[config.mk]
export PLATFORM = sky130hd
export DESIGN_NAME = video_timing_generator
export DESIGN_NICKNAME = d
export VERILOG_FILES = /design/src/rtl/video_timing_pkg.sv /design/src/rtl/video_axis_counter.sv /design/src/rtl/video_timing_generator.sv
export SDC_FILE = /design/constraint.sdc
export NUM_CORES = 1
export LEC_CHECK = 0
export ABC_CLOCK_PERIOD_IN_PS = 6860
export BUFFER_PORTS_ARGS = -buffer_cell sky130_fd_sc_hd__buf_2
export CORE_MARGIN = 3
export CORE_UTILIZATION = 55
export CTS_CLUSTER_DIAMETER = 50
export DETAILED_ROUTE_END_ITERATION = 10
export HOLD_SLACK_MARGIN = 0.15
export PLACE_DENSITY = 0.83
export SYNTH_ARGS = -nofsm -noshare
export SYNTH_HDL_FRONTEND = slang
export SYNTH_HIERARCHICAL = 1
export SYNTH_SLANG_ARGS = --single-unit
[constraint.sdc]
create_clock -name i_clk -period 6.86 [get_ports i_clk]
set_input_delay 2.058 -clock i_clk [delete_from_list [all_inputs] [get_ports i_clk]]
set_output_delay 2.058 -clock i_clk [all_outputs]
set_load 0.1 [all_outputs]
[src/rtl/video_timing_pkg.sv]
// Shared types, reset-default timing and config legality check for the raster generator.
// Latency: none (types and pure functions only).
// Backpressure: not applicable.
package video_timing_pkg;

    // Config fields are sized for the widest axis any instance may use.
    // Narrower axes zero-extend into them.
    localparam int CFG_W = 16;

    localparam int H_VISIBLE_DEF    = 256;
    localparam int H_SYNC_START_DEF = 280;
    localparam int H_SYNC_END_DEF   = 305;
    localparam int H_TOTAL_DEF      = 341;
    localparam int V_VISIBLE_DEF    = 240;
    localparam int V_SYNC_START_DEF = 243;
    localparam int V_SYNC_END_DEF   = 246;
    localparam int V_TOTAL_DEF      = 262;

    typedef struct packed {
        logic [CFG_W-1:0] visible;
        logic [CFG_W-1:0] sync_start;
        logic [CFG_W-1:0] sync_end;
        logic [CFG_W-1:0] total;
    } axis_cfg_t;

    function automatic axis_cfg_t make_cfg(input int vis, input int ss, input int se, input int tot);
        axis_cfg_t c;
        c.visible    = CFG_W'(vis);
        c.sync_start = CFG_W'(ss);
        c.sync_end   = CFG_W'(se);
        c.total      = CFG_W'(tot);
        return c;
    endfunction

    // An axis is usable when 1 <= visible <= sync_start < sync_end <= total.
    function automatic logic cfg_legal(input axis_cfg_t c);
        return (c.visible != '0) &&
               (c.visible <= c.sync_start) &&
               (c.sync_start < c.sync_end) &&
               (c.sync_end <= c.total);
    endfunction

endpackage

[src/rtl/video_axis_counter.sv]
// One raster axis: position counter with wrap flag plus registered blank/sync decodes.
// Latency: decodes are registered alongside the position, so they describe o_pos in the same cycle.
// Backpressure: none; i_ce low holds position and decodes.
module video_axis_counter
    import video_timing_pkg::*;
#(
    parameter int W               = 9,
    parameter bit SYNC_ACTIVE_LOW = 1'b1
) (
    input  logic             i_clk,
    input  logic             i_rst_n,
    input  logic             i_ce,
    input  logic [CFG_W-1:0] i_total,
    input  logic [CFG_W-1:0] i_visible_nxt,
    input  logic [CFG_W-1:0] i_sync_start_nxt,
    input  logic [CFG_W-1:0] i_sync_end_nxt,
    output logic [W-1:0]     o_pos,
    output logic             o_wrap,
    output logic             o_blank,
    output logic             o_blank_nxt,
    output logic             o_sync
);

    logic [W-1:0]     r_pos;
    logic             r_blank;
    logic             r_sync;
    logic [W-1:0]     w_pos_nxt;
    logic [CFG_W-1:0] w_pos_nxt_ext;
    logic             w_wrap;
    logic             w_blank_nxt;
    logic             w_sync_nxt;

    // Wrap is judged against the total currently in force, never the one about to load.
    assign w_wrap = (CFG_W'(r_pos) == (i_total - CFG_W'(1)));

    // Next position: advance on enable, restart after the last pixel/line.
    always_comb begin
        w_pos_nxt = r_pos;
        if (i_ce) begin
            w_pos_nxt = w_wrap ? '0 : r_pos + W'(1);
        end
    end

    // Decodes are taken on the position we are about to show, using the config it will be shown with.
    assign w_pos_nxt_ext = CFG_W'(w_pos_nxt);
    assign w_blank_nxt   = (w_pos_nxt_ext >= i_visible_nxt);
    assign w_sync_nxt    = (w_pos_nxt_ext >= i_sync_start_nxt) && (w_pos_nxt_ext < i_sync_end_nxt);

    // Position and its decodes register together so they never disagree.
    always_ff @(posedge i_clk or negedge i_rst_n) begin
        if (!i_rst_n) begin
            r_pos   <= '0;
            r_blank <= 1'b0;
            r_sync  <= SYNC_ACTIVE_LOW;
        end else begin
            r_pos   <= w_pos_nxt;
            r_blank <= w_blank_nxt;
            r_sync  <= w_sync_nxt ^ SYNC_ACTIVE_LOW;
        end
    end

    assign o_pos       = r_pos;
    assign o_wrap      = w_wrap;
    assign o_blank     = r_blank;
    assign o_blank_nxt = w_blank_nxt;
    assign o_sync      = r_sync;

endmodule

[src/rtl/video_timing_generator.sv]
// Programmable raster timing: h/v counters, sync/blank/visible flags and strobes; config via shadow registers applied at frame wrap.
// Latency: all outputs registered; cfg_error/pending one clock after write, cfg_applied together with position 0,0.
// Backpressure: none; i_ce gates pixel advance, cfg writes are always accepted or rejected in one clock.
module video_timing_generator
    import video_timing_pkg::*;
#(
    parameter int H_WIDTH          = 9,
    parameter int V_WIDTH          = 9,
    parameter int H_VISIBLE        = H_VISIBLE_DEF,
    parameter int H_SYNC_START     = H_SYNC_START_DEF,
    parameter int H_SYNC_END       = H_SYNC_END_DEF,
    parameter int H_TOTAL          = H_TOTAL_DEF,
    parameter int V_VISIBLE        = V_VISIBLE_DEF,
    parameter int V_SYNC_START     = V_SYNC_START_DEF,
    parameter int V_SYNC_END       = V_SYNC_END_DEF,
    parameter int V_TOTAL          = V_TOTAL_DEF,
    parameter bit HSYNC_ACTIVE_LOW = 1'b1,
    parameter bit VSYNC_ACTIVE_LOW = 1'b1
) (
    input  logic               i_clk,
    input  logic               i_rst_n,
    input  logic               i_ce,
    input  logic               i_cfg_wr,
    input  logic [H_WIDTH-1:0] i_cfg_h_visible,
    input  logic [H_WIDTH-1:0] i_cfg_h_sync_start,
    input  logic [H_WIDTH-1:0] i_cfg_h_sync_end,
    input  logic [H_WIDTH-1:0] i_cfg_h_total,
    input  logic [V_WIDTH-1:0] i_cfg_v_visible,
    input  logic [V_WIDTH-1:0] i_cfg_v_sync_start,
    input  logic [V_WIDTH-1:0] i_cfg_v_sync_end,
    input  logic [V_WIDTH-1:0] i_cfg_v_total,
    output logic [H_WIDTH-1:0] o_hpos,
    output logic [V_WIDTH-1:0] o_vpos,
    output logic               o_hsync,
    output logic               o_vsync,
    output logic               o_hblank,
    output logic               o_vblank,
    output logic               o_visible,
    output logic               o_line_start,
    output logic               o_frame_start,
    output logic               o_cfg_pending,
    output logic               o_cfg_applied,
    output logic               o_cfg_error
);

    localparam axis_cfg_t H_RST = make_cfg(H_VISIBLE, H_SYNC_START, H_SYNC_END, H_TOTAL);
    localparam axis_cfg_t V_RST = make_cfg(V_VISIBLE, V_SYNC_START, V_SYNC_END, V_TOTAL);

    axis_cfg_t        r_h_shadow;
    axis_cfg_t        r_v_shadow;
    axis_cfg_t        r_h_active;
    axis_cfg_t        r_v_active;
    logic             r_pending;
    logic             r_cfg_applied;
    logic             r_cfg_error;
    logic             r_line_start;
    logic             r_frame_start;
    logic             r_visible;

    axis_cfg_t        w_h_wr;
    axis_cfg_t        w_v_wr;
    logic             w_wr_legal;
    logic             w_h_wrap;
    logic             w_v_wrap;
    logic             w_v_ce;
    logic             w_apply;
    logic             w_h_blank_nxt;
    logic             w_v_blank_nxt;
    logic [CFG_W-1:0] w_h_vis_nxt;
    logic [CFG_W-1:0] w_h_ss_nxt;
    logic [CFG_W-1:0] w_h_se_nxt;
    logic [CFG_W-1:0] w_v_vis_nxt;
    logic [CFG_W-1:0] w_v_ss_nxt;
    logic [CFG_W-1:0] w_v_se_nxt;

    assign w_h_wr = '{visible:    CFG_W'(i_cfg_h_visible),
                      sync_start: CFG_W'(i_cfg_h_sync_start),
                      sync_end:   CFG_W'(i_cfg_h_sync_end),
                      total:      CFG_W'(i_cfg_h_total)};
    assign w_v_wr = '{visible:    CFG_W'(i_cfg_v_visible),
                      sync_start: CFG_W'(i_cfg_v_sync_start),
                      sync_end:   CFG_W'(i_cfg_v_sync_end),
                      total:      CFG_W'(i_cfg_v_total)};

    assign w_wr_legal = cfg_legal(w_h_wr) && cfg_legal(w_v_wr);
    assign w_v_ce     = i_ce & w_h_wrap;
    assign w_apply    = i_ce & w_h_wrap & w_v_wrap & r_pending;

    // Position 0,0 after an apply must already be decoded with the incoming config.
    assign w_h_vis_nxt = w_apply ? r_h_shadow.visible    : r_h_active.visible;
    assign w_h_ss_nxt  = w_apply ? r_h_shadow.sync_start : r_h_active.sync_start;
    assign w_h_se_nxt  = w_apply ? r_h_shadow.sync_end   : r_h_active.sync_end;
    assign w_v_vis_nxt = w_apply ? r_v_shadow.visible    : r_v_active.visible;
    assign w_v_ss_nxt  = w_apply ? r_v_shadow.sync_start : r_v_active.sync_start;
    assign w_v_se_nxt  = w_apply ? r_v_shadow.sync_end   : r_v_active.sync_end;

    video_axis_counter #(
        .W               (H_WIDTH),
        .SYNC_ACTIVE_LOW (HSYNC_ACTIVE_LOW)
    ) u_h_axis (
        .i_clk            (i_clk),
        .i_rst_n          (i_rst_n),
        .i_ce             (i_ce),
        .i_total          (r_h_active.total),
        .i_visible_nxt    (w_h_vis_nxt),
        .i_sync_start_nxt (w_h_ss_nxt),
        .i_sync_end_nxt   (w_h_se_nxt),
        .o_pos            (o_hpos),
        .o_wrap           (w_h_wrap),
        .o_blank          (o_hblank),
        .o_blank_nxt      (w_h_blank_nxt),
        .o_sync           (o_hsync)
    );

    video_axis_counter #(
        .W               (V_WIDTH),
        .SYNC_ACTIVE_LOW (VSYNC_ACTIVE_LOW)
    ) u_v_axis (
        .i_clk            (i_clk),
        .i_rst_n          (i_rst_n),
        .i_ce             (w_v_ce),
        .i_total          (r_v_active.total),
        .i_visible_nxt    (w_v_vis_nxt),
        .i_sync_start_nxt (w_v_ss_nxt),
        .i_sync_end_nxt   (w_v_se_nxt),
        .o_pos            (o_vpos),
        .o_wrap           (w_v_wrap),
        .o_blank          (o_vblank),
        .o_blank_nxt      (w_v_blank_nxt),
        .o_sync           (o_vsync)
    );

    // Shadow capture, frame-boundary apply and status pulses; a write landing on an apply queues behind it.
    always_ff @(posedge i_clk or negedge i_rst_n) begin
        if (!i_rst_n) begin
            r_h_shadow    <= H_RST;
            r_v_shadow    <= V_RST;
            r_h_active    <= H_RST;
            r_v_active    <= V_RST;
            r_pending     <= 1'b0;
            r_cfg_applied <= 1'b0;
            r_cfg_error   <= 1'b0;
        end else begin
            r_cfg_error   <= i_cfg_wr & ~w_wr_legal;
            r_cfg_applied <= w_apply;
            if (w_apply) begin
                r_h_active <= r_h_shadow;
                r_v_active <= r_v_shadow;
            end
            if (i_cfg_wr && w_wr_legal) begin
                r_h_shadow <= w_h_wr;
                r_v_shadow <= w_v_wr;
                r_pending  <= 1'b1;
            end else if (w_apply) begin
                r_pending  <= 1'b0;
            end
        end
    end

    // Position strobes and the combined visible flag move with the pixel enable.
    always_ff @(posedge i_clk or negedge i_rst_n) begin
        if (!i_rst_n) begin
            r_line_start  <= 1'b1;
            r_frame_start <= 1'b1;
            r_visible     <= 1'b1;
        end else if (i_ce) begin
            r_line_start  <= w_h_wrap;
            r_frame_start <= w_h_wrap & w_v_wrap;
            r_visible     <= ~(w_h_blank_nxt | w_v_blank_nxt);
        end
    end

    assign o_visible     = r_visible;
    assign o_line_start  = r_line_start;
    assign o_frame_start = r_frame_start;
    assign o_cfg_pending = r_pending;
    assign o_cfg_applied = r_cfg_applied;
    assign o_cfg_error   = r_cfg_error;

endmodule

After elaboration in Yosys (flattened, before gate mapping)
Cells that the tools add are included.
{ "word_totals": {"register_bits": 172, "input_bits": 76, "out_inout_bits": 28} }
{ "classes": {"reduce_logical": 13, "eq_ne": 2, "magnitude_cmp": 12, "bitwise": 10, "n_mux": 12, "add_sub_neg": 4} }
{ "ops": {"columns": ["operator", "count"], "rows": [
  ["9-bit two-way mux", 10],
  ["9-bit >= comparator", 4],
  ["9-bit less-or-equal comparator", 4],
  ["9-bit less-than comparator", 4],
  ["9-bit by 16-bit == test with 1-bit output", 2],
  ["16-bit nonzero test", 2],
  ["9-bit by 1-bit subtractor with 10-bit output (second input constant)", 2],
  ["9-bit by 1-bit adder with 9-bit output (second input constant)", 2],
  ["1-bit logical AND", 10],
  ["1-bit AND", 5],
  ["1-bit NOT", 4],
  ["1-bit two-way mux", 2],
  ["2-bit nonzero test", 1],
  ["1-bit OR", 1]
]} }

Longest topological paths before layout
Gate-level depths: netlist of the first run.
{ "depth": {"ltp_word": 9, "mapped_depth": 23, "ltp_nobuf": 21} }

Modules after synthesis
The synthesis of the first run kept the hierarchy.
{ "by_module_without_submodules": {"columns": ["module", "n_inst", "area_per_inst_um2", "seq_area_each_um2", "cells_each"], "rows": [
  ["video_timing_generator", 1, 7280.7, 3837.4, 665],
  ["video_axis_counter", 2, 1596.5, 276.5, 201]
]} }

Least setup slack after synthesis of the first run
No wires, ideal clock.
{ "synth_timing": {"path_kind": "reg-to-reg", "startpoint": "reg u_h_axis.r_pos[3], in the netlist u_h_axis/o_pos[3]", "endpoint": "reg r_visible, in the netlist o_visible", "path_buffers": 2, "period_less_slack_ps": 4779, "setup_slack_ps": 2081, "setup_ps": 62, "arrival_ps": 4717, "path_stages_with_launch": 22, "path_cell_list": "dfrtp_1 > xnor2_1 > xnor2_1 > a2111o_1 > a2111oi_2 > and4_1 > buf_4 > and2_1 > nand3_1 > inv_2 > buf_1 > nand2_1 > nand2_1 > ha_1 > nand2b_1 > a21o_1 > a21o_1 > a211oi_1 > o21ai_0 > and4b_1 > nor2_1 > mux2_2"} }
{ "synth_between": {"elab_chain_len": 8, "word_cells_on_any_way": 14} }
{ "synth_lines": {"columns": ["item", "line_no", "source"], "rows": [
  ["start: declaration", "video_axis_counter.sv:24", "logic [W-1:0] r_pos;"],
  ["start signal: assignment", "video_axis_counter.sv:56", "r_pos <= w_pos_nxt;"],
  ["9-bit by 16-bit == test with 1-bit output", "video_axis_counter.sv:34", "assign w_wrap = (CFG_W'(r_pos) == (i_total - CFG_W'(1)));"],
  ["net w_h_wrap", "video_timing_generator.sv:63", "logic w_h_wrap;"],
  ["1-bit AND", "video_timing_generator.sv:86", "assign w_v_ce = i_ce & w_h_wrap;"],
  ["net w_v_ce", "video_timing_generator.sv:65", "logic w_v_ce;"],
  ["1-bit AND (2 in series)", "video_timing_generator.sv:87", "assign w_apply = i_ce & w_h_wrap & w_v_wrap & r_pending;"],
  ["9-bit two-way mux", "video_timing_generator.sv:93", "assign w_v_vis_nxt = w_apply ? r_v_shadow.visible : r_v_active.visible;"],
  ["net w_v_vis_nxt[0]", "video_timing_generator.sv:72", "logic [CFG_W-1:0] w_v_vis_nxt;"],
  ["9-bit >= comparator", "video_axis_counter.sv:46", "assign w_blank_nxt = (w_pos_nxt_ext >= i_visible_nxt);"],
  ["net w_v_blank_nxt", "video_timing_generator.sv:68", "logic w_v_blank_nxt;"],
  ["1-bit OR", "video_timing_generator.sv:169", "r_visible <= ~(w_h_blank_nxt | w_v_blank_nxt);"],
  ["1-bit NOT", "video_timing_generator.sv:169", null],
  ["end signal: assignment", "video_timing_generator.sv:169", null],
  ["end: declaration", "video_timing_generator.sv:58", "logic r_visible;"]
]} }
The timed path passes the listed nets, and every way through them passes these cells.
A chain may end at the register's enable or synchronous reset.

Worst setup path after layout of the first run
{ "layout_timing": {"startpoint": "reg r_h_active[1] (netlist bit)", "endpoint": "reg u_h_axis.r_sync, in the netlist u_h_axis/o_sync"} }
{ "layout_between": {"elab_chain_len": 9, "word_cells_on_any_way": 13} }
{ "layout_lines": {"columns": ["item", "line_no", "source"], "rows": [
  ["start: declaration", "video_timing_generator.sv:51", "axis_cfg_t r_h_active;"],
  ["start signal: assignment", "video_timing_generator.sv:147", "r_h_active <= r_h_shadow;"],
  ["9-bit by 1-bit subtractor with 10-bit output", "video_axis_counter.sv:34", null],
  ["9-bit by 16-bit == test with 1-bit output", "video_axis_counter.sv:34", null],
  ["net w_h_wrap", "video_timing_generator.sv:63", null],
  ["1-bit AND", null, null],
  ["net w_v_ce", "video_timing_generator.sv:65", null],
  ["1-bit AND (2 in series)", "video_timing_generator.sv:87", null],
  ["9-bit two-way mux", "video_timing_generator.sv:92", "assign w_h_se_nxt = w_apply ? r_h_shadow.sync_end : r_h_active.sync_end;"],
  ["net w_h_se_nxt[6]", "video_timing_generator.sv:71", "logic [CFG_W-1:0] w_h_se_nxt;"],
  ["9-bit less-than comparator", "video_axis_counter.sv:47", "assign w_sync_nxt = (w_pos_nxt_ext >= i_sync_start_nxt) && (w_pos_nxt_ext < i_sync_end_nxt);"],
  ["1-bit logical AND", "video_axis_counter.sv:47", null],
  ["1-bit NOT (no source line)", null, null],
  ["end signal: assignment", "video_axis_counter.sv:58", "r_sync <= w_sync_nxt ^ SYNC_ACTIVE_LOW;"],
  ["end: declaration", "video_axis_counter.sv:26", "logic r_sync;"]
]} }
The timed path passes the listed nets, and every way through them passes these cells.

==> flow_summary_export.csv, run 1 <==
group,metric,value,unit
drt,drt.antenna.violating_nets,0,
clock_tree,cts.path.max_buffers,2,
worst_setup_path,endpoint_kind,"flop",
worst_setup_path,path_cells,"inv_1, ha_1, nor3b_4, nor3b_1, a2111o_1, a2111oi_2, and4_1, and2_1, nand3_2, inv_2, buf_4, nand2_1, nand2_1, inv_1, ha_1, a21o_1, a21o_1, a21oi_1, o221ai_1, a21oi_1, o21ai_0, a21o_1",
timing,worst_pin_slew,829,ps
timing,setup_viol,0,
global_routing,grt_pass1_wl,42400,um
finish,multi_input_area,5790,um2
timing,drv_slew,0,
clock_tree,cts_resized,0,
finish,fillers,1405,
status,status,"complete, no violations",
global_routing,grt_start_max_net_pins,73,
yosys,yosysTopAreaCellShare,24.6,%
finish,seqCellArea,4390,um2
yosys,async_flop_share,100,%
drt,drcViolationCount,0,
timing,clock_skew,9.72,ps
yosys,yosysUniqueCellTypes,59,
clock_tree,cts_tree,"built",
timing,tns,0,ps
finish,drive_above_1_share,23.5,%
finish,syn2layout_area_growth,15.2,%
floorplanning,design.core.area,18300,um2
floorplanning,ioPinCount,104,
finish,layout_commonest_cell,"nand2_1",
floorplanning,start_util,57.1,%
clock_tree,hold_buffers,0,
placement,dp_hpwl,19300,um
worst_setup_path,start_kind,"flop",
yosys,yosys.area.top_type,"dfrtp_1",
finish,nets,1434,
clock_tree,post_cts_buffers,0,
placement,gp_congestion,0.909,
clock_tree,cts.sinks,172,
worst_setup_path,slowest_delay,480,ps
clock_tree,cts_buffers,17,
timing,period_needed,5500,ps
worst_setup_path,cp_top_family,"compound AO/OA/AOI/OAI gates",
clock_tree,clkTransAtPathRegs,70,ps
drt,viasPerCell,5.57,
yosys,ys_warn_count,6,
timing,finalCritPeriodShare,80.2,%
timing,grt_setup_unrepaired,"no",
worst_setup_path,critPathBufInv,4,
finish,n_antenna_cell,0,
global_routing,track_usage,26.0,%
yosys,synth_area_leaders,"dfrtp_1 25%, dfstp_2 17%, ha_1 13%",
yosys,ys_seq_area_share,41.9,%
yosys,syn_avg_cell_area,9.82,um2
placement,dp_slack,1450,ps
global_routing,grt_overflow_total,0,
run,drv_cap,0,
global_routing,grt_pass1_vias,8240,
floorplanning,rows,49,
pwr,max-vdd-ir-drop,196,uV
timing,timing.fmax,0.182,GHz
floorplanning,die_h,144,um
worst_setup_path,crit_path_frequent_cell,"a21o_1",
clock_tree,cts_root_buf,"clkbuf_16",
timing,hold_viol_final,0,
drt,dr_total_vias,8304,
clock_tree,h-tree-depth,4,
drt,dr.pass1.iters,5,
worst_setup_path,crit_type,"reg2reg",
finish,mostFrequentLayoutCells,"239 x nand2_1, 117 x inv_1, 108 x ha_1",
worst_setup_path,crit_required,7220,ps
drt,first_iter_violations,602,
global_routing,antenna_found_initial,0,
floorplanning,die_area,20700,um2
yosys,ys_ff_latch,172,
drt,wirelength,25900,um
yosys,synth_top_flop_cell,"dfrtp_1",
clock_tree,worstSkewPairLatency,430,ps
worst_setup_path,arrival,5860,ps
worst_setup_path,slowest_stage,"and4_1",
drt,wl_per_cell,17.3,um
hold_path,hold_path_class,"reg2reg",
yosys,synth_edf_count,0,
yosys,syn_inst,1067,
timing,slew_headroom,44.2,%
timing,fin_ws,1360,ps
floorplanning,die_w,144,um
placement,numPortBuffers,103,
yosys,netlist_area,10500,um2
pwr,leakage,6.23,nW
worst_setup_path,path_max_fanout,27,
pwr,power_density,282,nW/um2
==> worst register-to-register path, delay by kind of cell (launching register included) <==
| kind | cells | cell delay, ps |
|---|---|---|
| adder cells (fa/ha/maj) | 2 | 540 |
| flip-flops | 1 | 420 |
| AO/OA/AOI/OAI | 9 | 1840 |
| buffers and inverters | 4 | 870 |
| AND/OR/NAND/NOR | 7 | 1760 |
==> synthesized netlist by cell type, types with 3 or more instances <==
library cell and instances:
ha_1 108, and3_1 4, nand3_1 19, o211ai_1 4
o21a_1 4, dfstp_2 69, o311ai_0 4, xor2_1 10
inv_1 117, dfrtp_1 103, a211oi_1 8, nand2_1 239
a21o_1 18, o31ai_1 3, buf_1 7, nor3b_1 4
or3_1 4, o21ai_0 31, nor2_1 35, or4_1 4
a21oi_1 36, mux2_2 5, xnor2_1 16, nand3b_1 6
a22o_1 3, nor2b_1 4, nor4_1 18, and4_1 6
buf_6 7, nand2b_1 17, nor3_1 22, clkbuf_1 9
o221ai_1 4, a2111o_1 4, nand4_1 12, mux2_4 69
==> sequential cells by signal, summed over array words and instances, names as in the netlist, 9 cells and up <==
| register | cells |
|---|---|
| r_h_shadow | 36 |
| r_v_active | 36 |
| u_h_axis/o_pos | 9 |
| u_v_axis/o_pos | 9 |
| r_h_active | 36 |
| r_v_shadow | 36 |
==> through the flow <==
stage	power, W	utilization, %	hold slack (ps)	instance area, um2	cells
6_report	0.00340	65.8	457	12100	1492
5_1_grt	0.00355	65.8	476	12100	1492
4_1_cts	0.00340	65.8	460	12100	1492
3_5_place_dp	0.00243	62.6	450	11500	1460
3_3_place_gp	0.00238	62.6	440	11500	1460
2_1_floorplan	0.00217	-	434	10800	1146
==> final timing paths <==
| path | startpoint | to | slack (ps) | depth (start not counted) |
|---|---|---|---|---|
| setup / recovery | r_h_active[1] | u_h_axis/o_sync | 1360 | 22 |
| hold / removal | r_h_shadow[6] | r_h_active[6] | 460 | 2 |
| setup reg to reg | r_h_active[1] | u_h_axis/o_sync | 1360 | 22 |
| hold reg to reg | r_h_shadow[6] | r_h_active[6] | 460 | 2 |
| max in group asynchronous | i_rst_n | r_v_active[5] | 4140 | 2 |
| min in group asynchronous | i_rst_n | r_h_shadow[38] | 1600 | 1 |
==> logic make-up (layout without fill, tap and decap cells) <==
family	Yosys count	in the layout	synth area share, %
simple gates	405	405	18.1
flops	172	172	41.9
buf+inv	143	260	5.70
compound gates	138	138	8.78
fa+ha+maj	108	108	12.9
mux	74	74	10.4
xor+xnor	26	26	2.17
other cells	1	80	0.0358
==> per-layer routing <==
metal | track usage, % | vias up | wire length, um
met5 | 0 | - | 0
met4 | 8.37 | 0 | 544
met3 | 3.51 | 46 | 1350
met2 | 40.9 | 251 | 11900
met1 | 37.4 | 4068 | 12100
li1 | - | 3939 | -
==> power by group <==
group,leakage (nW),switching [W],internal [W]
registers,2.03,0.000190,0.00132
logic,3.91,0.000484,0.000448
clock network,0.282,0.000418,0.000543
==> layout make-up <==
| type | count | area share [%] |
|---|---|---|
| Multi-Input combinational cell | 831 | 48.0 |
| Clock buffer | 18 | 3.56 |
| Sequential cell | 172 | 36.4 |
| Tap cell | 229 | 2.37 |
| Timing Repair Buffer | 110 | 4.76 |
| Inverter | 118 | 3.67 |
| Clock inverter | 14 | 1.32 |
(Power assumes the default switching activity.)
==> run 2: changes to the inputs <==
--- a/config.mk
+++ b/config.mk
@@ -5,7 +5,7 @@
 export SDC_FILE = /design/constraint.sdc
 export NUM_CORES = 1
 export LEC_CHECK = 0
-export ABC_CLOCK_PERIOD_IN_PS = 6860
+export ABC_CLOCK_PERIOD_IN_PS = 5300
 export BUFFER_PORTS_ARGS = -buffer_cell sky130_fd_sc_hd__buf_2
 export CORE_MARGIN = 3
 export CORE_UTILIZATION = 55
==> constraint.sdc (replaced) <==
create_clock -name i_clk -period 5.3 [get_ports i_clk]
set_input_delay 1.59 -clock i_clk [delete_from_list [all_inputs] [get_ports i_clk]]
set_output_delay 1.59 -clock i_clk [all_outputs]
set_load 0.1 [all_outputs]
==> flow_summary_export.csv, run 2 (synthesis results as in run 1) <==
group,metric,value,unit
finish,final_area,12100,um2
drt,viasPerCell,5.52,
drt,wl_per_cell,17.6,um
finish,syn2layout_area_growth,15.9,%
clock_tree,cts.sinks,172,
placement,placed_area,11600,um2
global_routing,antenna_found_initial,0,
placement,dp_slack,478,ps
timing,worst_hold_slack,460,ps
floorplanning,design.core.area,18300,um2
floorplanning,ioPinCount,104,
finish,finalCoreUtilization,66.2,%
pwr,p_sw,0.00141,W
drt,first_iter_violations,710,
worst_setup_path,crit_type,"reg2reg",
floorplanning,die_w,144,um
global_routing,grt_start_max_net_pins,91,
clock_tree,cts_resized,0,
pwr,seqPwrFrac,44.5,%
pwr,swShare,32.2,%
global_routing,track_usage,26.1,%
floorplanning,rows,49,
global_routing,grt_pass1_vias,8006,
drt,drt.antenna.violating_nets,0,
clock_tree,post_cts_buffers,0,
clock_tree,cts_root_buf,"clkbuf_16",
pwr,clkPwrFrac,28.2,%
placement,dp_hpwl,19800,um
timing,timing.fmax,0.204,GHz
worst_setup_path,endpoint_kind,"flop",
clock_tree,worstSkewPairLatency,440,ps
drt,drcViolationCount,0,
drt,wirelength,26400,um
worst_setup_path,crit_required,5680,ps
timing,hold_viol_final,0,
clock_tree,cts_tree,"built",
hold_path,hold_path_class,"reg2reg",
pwr,combPwrFrac,27.3,%
clock_tree,clkTransAtPathRegs,70,ps
finish,nets,1441,
timing,worst_pin_slew,851,ps
global_routing,top_usage_layer,"met2",
clock_tree,cts_buffers,17,
finish,mostFrequentLayoutCells,"239 x nand2_1, 117 x inv_1, 108 x ha_1",
clock_tree,cts.path.max_buffers,2,
timing,setup_viol,0,
placement,gp_congestion,0.916,
global_routing,grt_pass1_wl,42100,um
floorplanning,start_util,57.1,%
timing,grt_setup_unrepaired,"no",
status,status,"complete, no violations",
pwr,p_int,0.00298,W
pwr,max-vdd-ir-drop,298,uV
global_routing,grt_use_met1,36.8,%
finish,drive_above_1_share,23.9,%
pwr,power_density,362,nW/um2
worst_setup_path,arrival,5270,ps
finish,layout_commonest_cell,"nand2_1",
clock_tree,h-tree-depth,4,
pwr,leakage,6.27,nW
timing,period_needed,4890,ps
timing,tns,0,ps
worst_setup_path,start_kind,"flop",
global_routing,grt_overflow_total,0,
timing,drv_slew,0,
global_routing,gr-usage-met3,5.13,%
global_routing,grt_use_met2,41.0,%
floorplanning,die_h,144,um
timing,clock_skew,7.79,ps
floorplanning,die_area,20700,um2
run,drv_cap,0,
clock_tree,hold_buffers,0,
timing,fin_ws,407,ps
timing,slew_headroom,42.6,%
placement,numPortBuffers,103,
worst_setup_path,path_max_fanout,11,
drt,dr_total_vias,8276,
timing,finalCritPeriodShare,92.3,%
drt,dr.pass1.iters,8,
==> run 2: layout make-up <==
cell class              instances  area, um2
diodes                          1       2.50
clock buffers                  18        429
clock inverters                14        146
fillers                      1395       6190
inverters                     118        443
multi-input cells             831       5790
flip-flops and latches        172       4390
well taps                     229        287
repair buffers                117        652
==> run 2: critical path, cell delays in order (launching register included) <==
cell and delay, ps:
dfrtp_1 420, inv_1 70, ha_1 230, nor3b_4 390
nor3b_1 110, a2111o_1 430, a2111oi_2 340, and4_1 290
and2_1 190, buf_4 180, inv_1 110, nor3_2 310
a21oi_1 170, ha_1 310, nand2b_1 140, a21o_1 170
a21o_1 170, a211oi_1 220, o21ai_0 110, and4b_1 230
nor2_1 100, mux2_2 150
==> run 2: path summary, 6_finish.rpt <==
| check | cells after the start | slack, ps | endpoint | start |
|---|---|---|---|---|
| min | 2 | 460 | r_v_active[8] | r_v_shadow[8] |
| min reg2reg | 2 | 460 | r_v_active[8] | r_v_shadow[8] |
| max reg2reg | 21 | 410 | o_visible | r_h_active[1] |
| min in group asynchronous | 1 | 1220 | r_h_shadow[17] | i_rst_n |
| max in group asynchronous | 2 | 3120 | r_v_active[18] | i_rst_n |
| max | 21 | 410 | o_visible | r_h_active[1] |
==> run 2: per-stage QoR <==
stage	total power, W	instances
after floorplan	0.00281	1146
after global placement	0.00309	1467
after detailed placement	0.00314	1467
after CTS	0.00439	1499
after global routing	0.00457	1499
final	0.00439	1500
==> run 2: layer usage <==
metal / part of all wire, % / vias to the layer above
met5: 0 / -
met4: 2.4 / 0
met3: 6.2 / 55
met2: 46 / 270
met1: 46 / 4007
li1: - / 3944
==> run 2: power groups by stage <==
stage	registers, W	logic (W)	clock network (W)
2_1_floorplan	0.00208	0.000731	0
3_3_place_gp	0.00195	0.00114	0
3_5_place_dp	0.00195	0.00118	0
4_1_cts	0.00194	0.00120	0.00125
5_1_grt	0.00198	0.00129	0.00130
6_report	0.00195	0.00120	0.00124
